### src/rtl/seq_pkg.sv
// -----------------------------------------------------------------------------
// seq_pkg
// Definitions shared by the square sequencer and related decoders.
//   sqw(sw)  : width of a squared value of an sw-bit operand (2*sw)
//   DIR_UP   : dir encoding for counting up
//   DIR_DOWN : dir encoding for counting down
// -----------------------------------------------------------------------------
package seq_pkg;

  localparam logic DIR_UP   = 1'b0;
  localparam logic DIR_DOWN = 1'b1;

  function automatic int sqw(input int sw);
    return 2 * sw;
  endfunction

endpackage

### src/rtl/cc_quadrado.sv
// -----------------------------------------------------------------------------
// cc_quadrado
// Purely combinational squarer: o_sq = i_a * i_a at full 2*SW width.
// Ports:
//   i_a  in  SW      operand
//   o_sq out 2*SW    square of the operand, never truncated
// -----------------------------------------------------------------------------
module cc_quadrado
  import seq_pkg::*;
#(
  parameter int SW = 4
) (
  input  logic [SW-1:0]      i_a,
  output logic [sqw(SW)-1:0] o_sq
);

  logic [sqw(SW)-1:0] w_a_ext;

  // Widen before multiplying so the product is evaluated at 2*SW bits.
  assign w_a_ext = {{SW{1'b0}}, i_a};
  assign o_sq    = w_a_ext * w_a_ext;

endmodule

### src/rtl/sequenciador_quadrado.sv
// -----------------------------------------------------------------------------
// sequenciador_quadrado
// Moore up/down sequencer over 0..LAST with wrap, whose square is delivered
// through a one-entry valid/ready output buffer.
// Parameters:
//   SW   state width in bits
//   LAST final state value (LAST < 2**SW)
// Ports:
//   clk       in   clock, rising edge
//   rst       in   asynchronous active-high reset
//   en        in   step request
//   dir       in   0 = up, 1 = down
//   load      in   load request (priority over en)
//   load_val  in   SW    value to load, clamped to LAST
//   ea        out  SW    current state
//   sq        out  2*SW  registered ea*ea
//   sq_valid  out  sq holds an unconsumed result
//   sq_ready  in   consumer accepts sq this cycle
//   done      out  one-cycle pulse after a wrap
//   sq_par    out  even parity of sq (only when SQ_PARITY_EN is defined)
// Optional feature macro: SQ_PARITY_EN
// -----------------------------------------------------------------------------
module sequenciador_quadrado
  import seq_pkg::*;
#(
  parameter int SW   = 4,
  parameter int LAST = 11
) (
  input  logic               clk,
  input  logic               rst,
  input  logic               en,
  input  logic               dir,
  input  logic               load,
  input  logic [SW-1:0]      load_val,
  output logic [SW-1:0]      ea,
  output logic [sqw(SW)-1:0] sq,
  output logic               sq_valid,
  input  logic               sq_ready,
`ifdef SQ_PARITY_EN
  output logic               sq_par,
`endif
  output logic               done
);

  localparam logic [SW-1:0] LAST_V = LAST[SW-1:0];
  localparam logic [SW-1:0] ZERO_V = '0;
  localparam logic [SW-1:0] ONE_V  = {{(SW-1){1'b0}}, 1'b1};

  logic [SW-1:0]      r_ea;
  logic [sqw(SW)-1:0] r_sq;
  logic               r_sq_valid;
  logic               r_done;
`ifdef SQ_PARITY_EN
  logic               r_sq_par;
`endif

  logic [SW-1:0]      w_next;
  logic               w_req;
  logic               w_wrap;
  logic               w_slot_free;
  logic               w_update;
  logic [sqw(SW)-1:0] w_sq;

  // The buffer can take a new result when empty or being drained this cycle.
  // sq_ready only reaches the update enable, never sq/sq_valid directly.
  assign w_slot_free = !r_sq_valid || sq_ready;
  assign w_update    = w_req && w_slot_free;

  always_comb begin
    w_next = r_ea;
    w_req  = 1'b0;
    w_wrap = 1'b0;
    if (load) begin
      w_req  = 1'b1;
      w_next = (load_val > LAST_V) ? LAST_V : load_val;
    end else if (en) begin
      w_req = 1'b1;
      if (dir == DIR_UP) begin
        if (r_ea == LAST_V) begin
          w_next = ZERO_V;
          w_wrap = 1'b1;
        end else begin
          w_next = r_ea + ONE_V;
        end
      end else begin
        if (r_ea == ZERO_V) begin
          w_next = LAST_V;
          w_wrap = 1'b1;
        end else begin
          w_next = r_ea - ONE_V;
        end
      end
    end
  end

  cc_quadrado #(.SW(SW)) u_quadrado (
    .i_a  (w_next),
    .o_sq (w_sq)
  );

  always_ff @(posedge clk or posedge rst) begin
    if (rst) begin
      r_ea       <= '0;
      r_sq       <= '0;
      r_sq_valid <= 1'b0;
      r_done     <= 1'b0;
`ifdef SQ_PARITY_EN
      r_sq_par   <= 1'b0;
`endif
    end else begin
      // done rises together with the wrapped state value.
      r_done <= w_update && w_wrap;
      if (w_update) begin
        r_ea       <= w_next;
        r_sq       <= w_sq;
        r_sq_valid <= 1'b1;
`ifdef SQ_PARITY_EN
        r_sq_par   <= ^w_sq;
`endif
      end else if (r_sq_valid && sq_ready) begin
        r_sq_valid <= 1'b0;
      end
    end
  end

  assign ea       = r_ea;
  assign sq       = r_sq;
  assign sq_valid = r_sq_valid;
  assign done     = r_done;
`ifdef SQ_PARITY_EN
  assign sq_par   = r_sq_par;
`endif

endmodule

### config.mk
export PLATFORM = sky130hd
export DESIGN_NAME = sequenciador_quadrado
export DESIGN_NICKNAME = d
export VERILOG_FILES = /design/src/rtl/seq_pkg.sv /design/src/rtl/cc_quadrado.sv /design/src/rtl/sequenciador_quadrado.sv
export SDC_FILE = /design/constraint.sdc
export NUM_CORES = 1
export LEC_CHECK = 0
export BUFFER_PORTS_ARGS = -buffer_cell sky130_fd_sc_hd__clkbuf_2
export CORE_AREA = 2 2 49 60
export CTS_CLUSTER_SIZE = 20
export DETAILED_ROUTE_END_ITERATION = 7
export DIE_AREA = 0 0 51 62
export PLACE_DENSITY = 0.58
export SLEW_MARGIN = 15
export SYNTH_ARGS = -nofsm -noshare
export SYNTH_HDL_FRONTEND = slang
export SYNTH_SLANG_ARGS = --single-unit
### constraint.sdc
create_clock -name clk -period 3.1 [get_ports clk]
set_input_delay 0.31 -clock clk [delete_from_list [all_inputs] [get_ports clk]]
set_output_delay 0.31 -clock clk [all_outputs]
set_load 0.02 [all_outputs]
---- Yosys cells after proc, flatten, opt, wreduce, memory -nomap -nowiden ----
Index checks and enable logic that the tools add are counted.
storage, ports and cells
  register bits after elaboration ......... 14
  bits of input ports ..................... 10
  output and inout bits ................... 14
operators by class
  add/sub/neg operators ................... 2
  multiply operators ...................... 1
  $lt $le $gt $ge ......................... 1
  eq/ne operators ......................... 1
  muxes and demuxes ....................... 15
  reduce and logical (&&, ||, !) cells .... 7
operator list
  operator                                                            count
  4-bit 2-to-1 mux                                                    6
  1-bit 2-to-1 mux                                                    9
  4-bit by 4-bit multiplier with 8-bit output                         1
  4-bit by 1-bit adder with 4-bit output, second input constant       1
  4-bit equality test, second input constant                          1
  4-bit greater-than comparator, second input constant                1
  4-bit logical NOT                                                   1
  4-bit by 1-bit subtractor with 4-bit output, second input constant  1
  1-bit logical AND                                                   3
  2-bit nonzero test                                                  1
  1-bit logical NOT                                                   1
  1-bit logical OR                                                    1

---- Logic depth before layout (Yosys ltp) ----
Gate-level depths: netlist (run 1).
  depth after elaboration ................. 6
  gate-level depth with buffers ........... 12

---- Modules after synthesis ----
From an unflattened synthesis (run 1), not the netlist that was laid out.
unflattened totals
  cell total of the unflattened synthesis .. 110
  area, all modules ....................... 1024.7 um2
modules (own cells, without submodules)
  module                 times used  cells each  area an instance (um2)
  sequenciador_quadrado  1           84          819.5
  cc_quadrado            1           26          205.2

---- Least setup slack after synthesis (run 1) ----
Ideal clock, no wire load.
  kind .................................... register to register
  start point ............................. reg r_ea[0] (netlist: ea[0])
  end point ............................... reg r_sq[6] (netlist: sq[6])
  setup time .............................. 95 ps
  data arrival time ....................... 2768 ps
  data required time ...................... 3005 ps
  path slack .............................. 237 ps
  stages on the path, launching flop included .. 12
  path buffers ............................ 0
  clock period less this slack ............ 2863 ps
  cells stage by stage .................... dfrtp_1 > inv_1 > ha_1 > xor2_1 > o21ai_1 > nor2_1 > ha_1 > ha_1 > a21o_1 > a21oi_1 > nor3_1 > o31ai_1
between the ends
  cells in the longest elaborated chain, start to end .. 6
  elaborated cells on any way between the ends .. 10
  those cells by class .................... add/sub (2); mul (1); eq/ne (1); mux (5); reduce/logical (1)
ends and longest elaborated chain
  item                                                            RTL line                                                  text
  from (decl)                                                     sequenciador_quadrado.sv:49                               logic [SW-1:0] r_ea;
  from (signal assigned)                                          sequenciador_quadrado.sv:114                              r_ea <= w_next;
  4-bit by 1-bit adder with 4-bit output (tied with other cells)  sequenciador_quadrado.sv:83                               w_next = r_ea + ONE_V;
  4-bit 2-to-1 mux (on tied branches)                             sequenciador_quadrado.sv:79, sequenciador_quadrado.sv:86
  4-bit 2-to-1 mux                                                sequenciador_quadrado.sv:78                               if (dir == DIR_UP) begin
  4-bit 2-to-1 mux *                                              sequenciador_quadrado.sv:76                               end else if (en) begin
  4-bit 2-to-1 mux *                                              sequenciador_quadrado.sv:73                               if (load) begin
  4-bit by 4-bit multiplier with 8-bit output *                   cc_quadrado.sv:21                                         assign o_sq = w_a_ext * w_a_ext;
  to (signal assigned)                                            sequenciador_quadrado.sv:115                              r_sq <= w_sq;
  to (decl)                                                       sequenciador_quadrado.sv:50                               logic [sqw(SW)-1:0] r_sq;
Every way passes the cells marked *; elsewhere a longest branch is shown, timed or not.
A chain may end at the register's enable or synchronous reset.

---- Worst setup path in the final report (run 1) ----
  start point ............................. reg r_ea[1] (netlist: ea[1])
  end point ............................... reg r_sq[6] (netlist: sq[6])
Same word-level chain as after synthesis.

==> impl_metrics.json, run 1 <==
{
  "globalRouteTotalUtil_pct": 16.8,
  "drc_errors": 0,
  "vdd_drop_max_uv": 288,
  "ant_nets": 0,
  "grt_pass1_vias": 885,
  "relSlewSlack_pct": 66.7,
  "finalCritPeriodShare_pct": 93.4,
  "port_buffers": 22,
  "holdWs_ns": 0.0195,
  "core_area_um2": 2650,
  "fp.dieH_um": 62,
  "slew_violations": 0,
  "swShare_pct": 43.5,
  "synthFlopType": "dfrtp_1",
  "diodes": 0,
  "fill_cells": 283,
  "cts_max_level": 1,
  "avgSynthCellArea_um2": 8.47,
  "powerDensity_nw_per_um2": 571,
  "num_rows": 21,
  "yosysTopAreaCell": "dfrtp_1",
  "synth_area_um2": 982,
  "dr.pass1.iters": 4,
  "synth_seq_cells": 12,
  "area_growth_pct": 16.4,
  "die_area_um2": 3160,
  "cp-start-kind": "flop",
  "cts_tree": "done",
  "synth_nets": 133,
  "cts_sinks": 12,
  "synth_area_leaders": "dfrtp_1 (31%), ha_1 (7.6%), nand2_1 (5.4%)",
  "clock_latency_ns": 0.28,
  "setup_viol": 0,
  "die_x_um": 51,
  "critical_path_class": "flop to flop",
  "yosysWarnings": 0,
  "cts_root_buf": "clkbuf_4",
  "final_nets": 156,
  "synth_commonest_cells": "nand2_1 (14), nor2_1 (14), dfrtp_1 (12)",
  "dp.cells": 168,
  "path_clk_slew_ns": 0.08,
  "place_hpwl_mm": 1.82,
  "yosysUniqueCellTypes": 42,
  "cts_buffers": 3,
  "p_seq_share_pct": 35.4,
  "synth-edff-count": 0,
  "avgRoutedWirePerCell_um": 13.8,
  "start_util_pct": 37.0,
  "max_freq_mhz": 346,
  "drt-initial-drc-count": 15,
  "synth_top_area_share_pct": 30.6,
  "regArea_um2": 300,
  "tightest_slew_ns": 0.498,
  "drive_above_1_share_pct": 25.5,
  "endpoint_kind": "flop",
  "vias": 904,
  "rsz0062_at_grt": "false",
  "grt_max_degree": 17,
  "totalPowerFinal_uw": 653,
  "clock_path_buffers": 2,
  "synth-seq-area-share_pct": 30.6,
  "multi_input_area_um2": 616,
  "critPathMaxFanout": 8,
  "cp.required_ns": 3.29,
  "post_cts_buffers": 0,
  "io_pins": 24,
  "internal_power_uw": 369,
  "overflow": 0,
  "fin_cells": 171,
  "routabilityCongestion": 0.798,
  "hold_viol_final": 0,
  "max-cap-violations": 0,
  "grt_antenna_before_repair": 0,
  "clockPowerShare_pct": 15.2,
  "fin_crit_ns": 2.89,
  "vias_per_cell": 5.29,
  "power.leakage_nw": 0.553,
  "setup_tns_ns": 0,
  "utilization_pct": 43.1,
  "routed_wl_mm": 2.35,
  "status": "finished, final reports clean",
  "skew_ns": 0.00484,
  "hold_class": "input pin to asynchronous set/reset pin",
  "grt_pass1_wl_mm": 3.86,
  "arrival_ns": 3.09,
  "async_flop_share_pct": 100,
  "synthCells": 116,
  "power.switching_uw": 284,
  "combPwrFrac_pct": 49.4
}
==> flip-flops by register name (all words and copies together), names as in the netlist <==
| register | flops |
|---|---|
| sq | 6 |
| sq_valid | 1 |
| ea | 4 |
| done | 1 |
==> worst max-delay path, stage by stage, from the launching register on <==
cell,delay (ns)
dfrtp_1,0.48
ha_1,0.23
nor4bb_2,0.43
o221ai_2,0.17
o311ai_4,0.17
nor3_1,0.16
fa_1,0.49
a21o_1,0.18
a21oi_1,0.19
nor3_1,0.08
o31ai_1,0.22
==> repair_timing <==
item / 4_1_cts / 5_1_grt
gates resized for setup: 0 / 1
setup endpoints to repair: 0 / 1
hold buffers: 0 / 0
==> kinds of logic after synthesis <==
kind of cell    synth area share [%]
fa+ha+maj                       9.68
buf+inv                         7.39
simple gates                    25.6
other cells                    0.382
compound gates                  24.6
xor+xnor                        1.78
flops                           30.6
==> area by class of cell <==
type	instances	area share, %
Multi-Input combinational cell	90	53.8
Inverter	6	1.97
Timing Repair Buffer	26	12.3
Tap cell	34	3.72
Sequential cell	12	26.3
Clock buffer	3	1.97
==> power by group through the flow <==
stage | clock [mW] | sequential (mW) | combinational, mW
after detailed placement | 0 | 0.234 | 0.321
after global placement | 0 | 0.233 | 0.317
final | 0.0995 | 0.231 | 0.322
after floorplan | 0 | 0.269 | 0.198
after CTS | 0.0990 | 0.231 | 0.323
after global routing | 0.107 | 0.238 | 0.358
==> stage by stage <==
stage / instance area [um2] / setup WS (ns)
3_5_place_dp: 1110 / 0.0963
3_3_place_gp: 1110 / 0.157
2_1_floorplan: 982 / 0.237
6_report: 1140 / 0.206
4_1_cts: 1140 / 0.0732
5_1_grt: 1140 / 0.00366
==> layer usage <==
| layer | share of wire [%] | routed length, um | vias to the layer above | GRT usage (%) |
|---|---|---|---|---|
| li1 | - | - | 451 | - |
| met1 | 43 | 1010 | 427 | 18.5 |
| met2 | 51 | 1200 | 18 | 30.4 |
| met3 | 3.4 | 80 | 8 | 3.11 |
| met4 | 2.6 | 62 | 0 | 10.4 |
| met5 | 0 | 0 | - | 0 |
==> placed cells by master, fill, tap and decap left out, types with 2 or more instances in the layout <==
cell,synthesis,layout
clkbuf_2,0,22
nand2_1,14,14
nor2_1,14,14
dfrtp_1,12,12
a21oi_1,6,6
inv_1,6,6
o21ai_0,6,6
ha_1,6,6
nand2b_1,4,4
nor3_1,4,4
buf_4,2,4
nor2b_1,3,3
a21o_1,3,3
clkbuf_4,0,3
nand3_1,2,2
o21ai_1,2,2
o31ai_1,2,2
==> path summary, 6_finish.rpt <==
path | from | to | slack, ns | depth (start not counted)
worst min-delay path | rst | sq[4]$_DFFE_PP0P_ | 0.02 | 2
min in group clk | sq_ready | sq_valid$_DFFE_PP0P_ | 0.33 | 3
max in group asynchronous | rst | ea[2]$_DFFE_PP0P_ | 2.74 | 2
worst max register to register | ea[1]$_DFFE_PP0P_ | sq[6]$_DFFE_PP0P_ | 0.21 | 10
worst min register to register | sq[3]$_DFFE_PP0P_ | sq[3]$_DFFE_PP0P_ | 0.48 | 2
worst max-delay path | ea[1]$_DFFE_PP0P_ | sq[6]$_DFFE_PP0P_ | 0.21 | 10
(Power assumes the default switching activity.)
==> run 2: changes to the inputs <==
- clock period: 3.1 -> 3 ns (I/O delays scaled with it)
==> impl_metrics.json, run 2 (same netlist as run 1, synthesis figures left out) <==
{
  "endpoint_kind": "flop",
  "die_area_um2": 3160,
  "diodes": 0,
  "rsz0062_at_grt": "false",
  "drt-initial-drc-count": 14,
  "area_growth_pct": 18.6,
  "slew_violations": 0,
  "grt_antenna_before_repair": 0,
  "dr.pass1.iters": 4,
  "path_clk_slew_ns": 0.07,
  "drc_errors": 0,
  "postCtsHoldBufs": 0,
  "fp.dieH_um": 62,
  "dp.cells": 169,
  "final_cell_mix": "clkbuf_2 (22), nand2_1 (14), nor2_1 (14)",
  "core_area_um2": 2650,
  "combPwrFrac_pct": 50.3,
  "hold_viol_final": 0,
  "cp.required_ns": 3.18,
  "skew_ns": 0.00462,
  "vias": 934,
  "io_pins": 24,
  "port_buffers": 22,
  "hold_class": "input pin to asynchronous set/reset pin",
  "final_nets": 157,
  "utilization_pct": 43.9,
  "ant_nets": 0,
  "max-cap-violations": 0,
  "clock_path_buffers": 2,
  "cts_buffers": 3,
  "status": "finished, final reports clean",
  "num_rows": 21,
  "grt_pass1_wl_mm": 3.95,
  "place_hpwl_mm": 1.80,
  "arrival_ns": 2.95,
  "clock_latency_ns": 0.27,
  "grt_max_degree": 17,
  "vias_per_cell": 5.43,
  "holdWs_ns": 0.0151,
  "totalPowerFinal_uw": 679,
  "cts_tree": "done",
  "max_freq_mhz": 360,
  "layout_commonest_cell": "clkbuf_2",
  "fill_cells": 290,
  "largest_register_ffs": 6,
  "powerDensity_nw_per_um2": 583,
  "power.leakage_nw": 0.560,
  "routed_wl_mm": 2.30,
  "cts_root_buf": "clkbuf_4",
  "routabilityCongestion": 0.778,
  "cp-start-kind": "flop",
  "start_util_pct": 37.0,
  "place_ws_ns": -0.00309,
  "critical_path_class": "flop to flop",
  "setup_viol": 0,
  "worst_slack_ns": 0.224,
  "reg2reg_to": "sq[6]$_DFFE_PP0P_",
  "finalCritPeriodShare_pct": 92.5,
  "avgRoutedWirePerCell_um": 13.4,
  "r2r-start": "ea[1]$_DFFE_PP0P_",
  "cts_sinks": 12,
  "die_x_um": 51,
  "globalRouteTotalUtil_pct": 16.7,
  "power.switching_uw": 290,
  "overflow": 0,
  "vdd_drop_max_uv": 367,
  "drive_above_1_share_pct": 28.3,
  "grt_pass1_vias": 855,
  "p_seq_share_pct": 35.2,
  "reg2reg_setup_slack_ns": 0.22,
  "clockPowerShare_pct": 14.5,
  "cts_max_level": 1,
  "worstRegToRegCells": 10,
  "swShare_pct": 42.8,
  "fin_cells": 172,
  "fin_crit_ns": 2.78,
  "critPathMaxFanout": 8,
  "internal_power_uw": 389
}
## run 2: area by class of cell
type / count / area, um2 / share of cell area (%)
tap: 34 / 42.5 / 3.65
multi-input combinational: 90 / 627 / 53.8
timing repair buffer: 27 / 148 / 12.7
inverter: 6 / 22.5 / 1.93
sequential: 12 / 303 / 26.0
clock buffer: 3 / 22.5 / 1.93
## run 2: routing by layer
layer / vias up / GRT usage [%] / part of all wire (%)
met5: - / 0 / 0
met4: 0 / 6.95 / 1.5
met3: 5 / 2.39 / 4.1
met2: 20 / 29.1 / 52
met1: 459 / 20.8 / 42
li1: 450 / - / -
## run 2: power groups by stage
stage	Sequential, mW	Combinational (mW)	Clock [mW]
after floorplan	0.277	0.204	0
after global placement	0.238	0.335	0
after detailed placement	0.240	0.337	0
after CTS	0.237	0.341	0.0988
after global routing	0.247	0.379	0.112
final	0.239	0.342	0.0982
## run 2: worst max-delay path by stage
stage | end | slack (ns) | from | cells after the start
2_1_floorplan | sq[6]$_DFFE_PP0P_ | 0.14 | ea[0]$_DFFE_PP0P_ | 11
3_3_place_gp | sq[6]$_DFFE_PP0P_ | 0.04 | ea[1]$_DFFE_PP0P_ | 10
3_5_place_dp | sq[6]$_DFFE_PP0P_ | -0.003 | ea[0]$_DFFE_PP0P_ | 10
4_1_cts | sq[6]$_DFFE_PP0P_ | 0.1 | ea[0]$_DFFE_PP0P_ | 10
5_1_grt | sq[6]$_DFFE_PP0P_ | 0.02 | ea[0]$_DFFE_PP0P_ | 11
6_report | sq[6]$_DFFE_PP0P_ | 0.22 | ea[1]$_DFFE_PP0P_ | 10
## run 2: worst max-delay path: stages (launching register included)
cell and delay [ns]:
dfrtp_2 0.44, ha_1 0.21, nor4bb_4 0.37, o221ai_2 0.15, o311ai_4 0.17, nor3_1 0.17, fa_1 0.49, a21o_1 0.18
a21oi_1 0.21, nor3_1 0.08, o31ai_1 0.22
## run 2: repair_timing
item	in CTS	in global routing
setup buffers	0	0
setup endpoints to repair	1	2
gates resized for setup	1	4
cloned	0	0
hold endpoints to repair	0	0
## run 2: through the flow
step | setup TNS (ns) | instance area (um2)
floorplan | 0 | 982
global placement | 0 | 1120
detailed placement | -0.00309 | 1120
CTS | 0 | 1150
global route | 0 | 1160
finish | 0 | 1160
==> run 3: changes to the inputs <==
- ABC_AREA: not set -> 1
- PLACE_DENSITY: 0.58 -> 0.61
- clock period: 3 -> 2.3 ns (I/O delays scaled with it)
==> impl_metrics.json, run 3 <==
{
  "status": "finished, violations left",
  "violations": "setup timing",
  "globalRouteTotalUtil_pct": 19.3,
  "synth_fa_ha_area_share_pct": 9.58,
  "synth_top_area_share_pct": 30.3,
  "powerDensity_nw_per_um2": 723,
  "largest_register_ffs": 6,
  "final_nets": 211,
  "port_buffers": 22,
  "synth-seq-area-share_pct": 30.3,
  "cts_max_level": 1,
  "place_ws_ns": -0.113,
  "start_util_pct": 37.4,
  "synth_mux_area_share_pct": 0,
  "synth_area_um2": 992,
  "max-cap-violations": 0,
  "arrival_ns": 2.48,
  "power.switching_uw": 440,
  "routed_wl_mm": 2.72,
  "synth_nets": 162,
  "place_area_um2": 1290,
  "power.leakage_nw": 0.770,
  "cts_tree": "done",
  "avgRoutedWirePerCell_um": 12.0,
  "stdcell_area_um2": 1460,
  "vdd_drop_max_uv": 357,
  "synth.most_common_cell": "nand2_1",
  "drt-initial-drc-count": 28,
  "crit_family": "adder cells",
  "p_seq_share_pct": 28.4,
  "drc_errors": 0,
  "synthCells": 145,
  "num_rows": 21,
  "synth_area_leaders": "dfrtp_1 (30%), nand2_1 (16%), ha_1 (7.6%)",
  "use_met2_pct": 37.5,
  "skew_ns": 0.00155,
  "setup_tns_ns": -0.0119,
  "clockPowerShare_pct": 16.0,
  "totalPowerFinal_mw": 1.06,
  "die_area_um2": 3160,
  "cp.required_ns": 2.47,
  "cts_root_buf": "clkbuf_4",
  "internal_power_uw": 618,
  "use_met3_pct": 2.15,
  "combPwrFrac_pct": 55.6,
  "synth_top_family_by_area": "simple AND/OR/NAND/NOR gates",
  "finalCritPeriodShare_pct": 101,
  "die_x_um": 51,
  "grt_pass1_vias": 1062,
  "yosysWarnings": 0,
  "cts_sinks": 12,
  "synthFlopType": "dfrtp_1",
  "synth_seq_cells": 12,
  "path_clk_slew_ns": 0.08,
  "slew_violations": 0,
  "use_met1_pct": 22.6,
  "setup_viol": 1,
  "io_pins": 24,
  "routabilityCongestion": 0.825,
  "synth_compound_area_share_pct": 9.84,
  "final_cell_mix": "nand2_1 (37), buf_4 (25), clkbuf_2 (22)",
  "dr.pass1.iters": 4,
  "synthSimpleGateAreaFrac_pct": 39.1,
  "grt_antenna_before_repair": 0,
  "max_stage_delay_ns": 0.42,
  "yosysTopAreaCell": "dfrtp_1",
  "worstPathCellList": "inv_2 > ha_4 > nor2_1 > nor2_1 > nand2_1 > nand2_2 > a21oi_4 > inv_2 > ha_4 > ha_4 > a31o_2 > inv_1 > nand2_1 > nand3_1 > nand2_1",
  "critical_path_class": "flop to flop",
  "hold_viol_final": 0,
  "fin_crit_ns": 2.31,
  "vias": 1082,
  "diodes": 0,
  "area_growth_pct": 47.5,
  "avgSynthCellArea_um2": 6.84,
  "swShare_pct": 41.6,
  "synth_commonest_cells": "nand2_1 (43), inv_1 (16), nor2_1 (15), dfrtp_1 (12), nand3_1 (12)",
  "synth_xor_area_share_pct": 0.883,
  "cp-start-kind": "flop",
  "endpoint_kind": "flop",
  "cp_num_buf_inv": 3,
  "ant_nets": 0,
  "clock_path_buffers": 2,
  "cp_slowest_cell": "dfrtp_2",
  "yosysUniqueCellTypes": 24,
  "rsz0062_at_grt": "true",
  "critPathMaxFanout": 4,
  "overflow": 0,
  "clock_latency_ns": 0.27,
  "fp.dieH_um": 62,
  "busiest_layer": "met2",
  "vias_per_cell": 4.77,
  "worst_slack_ns": -0.0119,
  "cts_buffers": 3,
  "max_freq_mhz": 433,
  "grt_max_degree": 14,
  "layout_commonest_cell": "nand2_1",
  "core_area_um2": 2650,
  "synth-edff-count": 0,
  "hold_class": "input pin to flop",
  "drive_above_1_share_pct": 48.7,
  "async_flop_share_pct": 100,
  "grt_pass1_wl_mm": 4.61,
  "place_hpwl_mm": 2.12
}
## run 3: changes by cell type after synthesis, sizes merged, moves of 4 or more
| cell | before | now |
|---|---|---|
| nand3 | 2 | 12 |
| nor2 | 14 | 19 |
| nand2b | 4 | 0 |
| inv | 6 | 19 |
| nand2 | 14 | 47 |
## run 3: cell families after synthesis
kind of cell	count (synthesis)
compound gates	16
xor+xnor	1
fa+ha+maj	7
buf+inv	23
flops	12
other cells	1
simple gates	85
## run 3: area by class of cell
class,count,area (um2)
multi-input cells,110,701
clock buffers,4,36.3
repair buffers,48,308
inverters,19,71.3
well taps,34,42.5
fillers,273,1190
flip-flops and latches,12,305
## run 3: path summary, 6_finish.rpt
kind | from | to | slack (ns) | cells after the start
worst max-delay path | ea[0]$_DFFE_PP0P_ | sq[6]$_DFFE_PP0P_ | -0.01 | 15
worst min-delay path | sq_ready | sq_valid$_DFFE_PP0P_ | 0.17 | 2
worst max register to register | ea[0]$_DFFE_PP0P_ | sq[6]$_DFFE_PP0P_ | -0.01 | 15
worst min register to register | sq[3]$_DFFE_PP0P_ | sq[3]$_DFFE_PP0P_ | 0.47 | 2
max in group asynchronous | rst | ea[1]$_DFFE_PP0P_ | 1.45 | 3
min in group asynchronous | rst | sq[6]$_DFFE_PP0P_ | 0.51 | 3
## run 3: what timing repair did
item	4_1_cts	5_1_grt
pin swaps	5	2
hold endpoints to repair	12	0
setup buffers	2	4
endpoints found under the setup margin	3	4
gates resized for setup	9	11
hold buffers	1	0
## run 3: power by group through the flow
stage               Sequential, mW  Clock (mW)  Combinational [mW]
floorplan                    0.348           0               0.278
global placement             0.297           0               0.506
detailed placement           0.299           0               0.520
CTS                          0.299       0.172               0.553
global route                 0.310       0.180               0.657
finish                       0.300       0.169               0.588
## run 3: worst register-to-register path, stage by stage, from the launching register on
cell,delay [ns]
dfrtp_2,0.42
inv_2,0.07
ha_4,0.17
nor2_1,0.08
nor2_1,0.05
nand2_1,0.07
nand2_2,0.07
a21oi_4,0.19
inv_2,0.08
ha_4,0.25
ha_4,0.25
a31o_2,0.27
inv_1,0.06
nand2_1,0.05
nand3_1,0.07
nand2_1,0.05
## run 3: metrics by stage
| step | hold WS, ns | utilization, % | std cells |
|---|---|---|---|
| after floorplan | 0.0946 | - | 145 |
| after global placement | 0.227 | 48.8 | 216 |
| after detailed placement | 0.243 | 48.8 | 216 |
| after CTS | 0.168 | 53.1 | 223 |
| final | 0.165 | 55.2 | 227 |
| after global routing | 0.183 | 55.2 | 227 |
## run 3: layer usage
| layer | vias to the layer above | routed length, um |
|---|---|---|
| met3 | 5 | 47 |
| met2 | 23 | 1480 |
| met1 | 501 | 1160 |
| li1 | 553 | - |
| met5 | - | 0 |
| met4 | 0 | 35 |
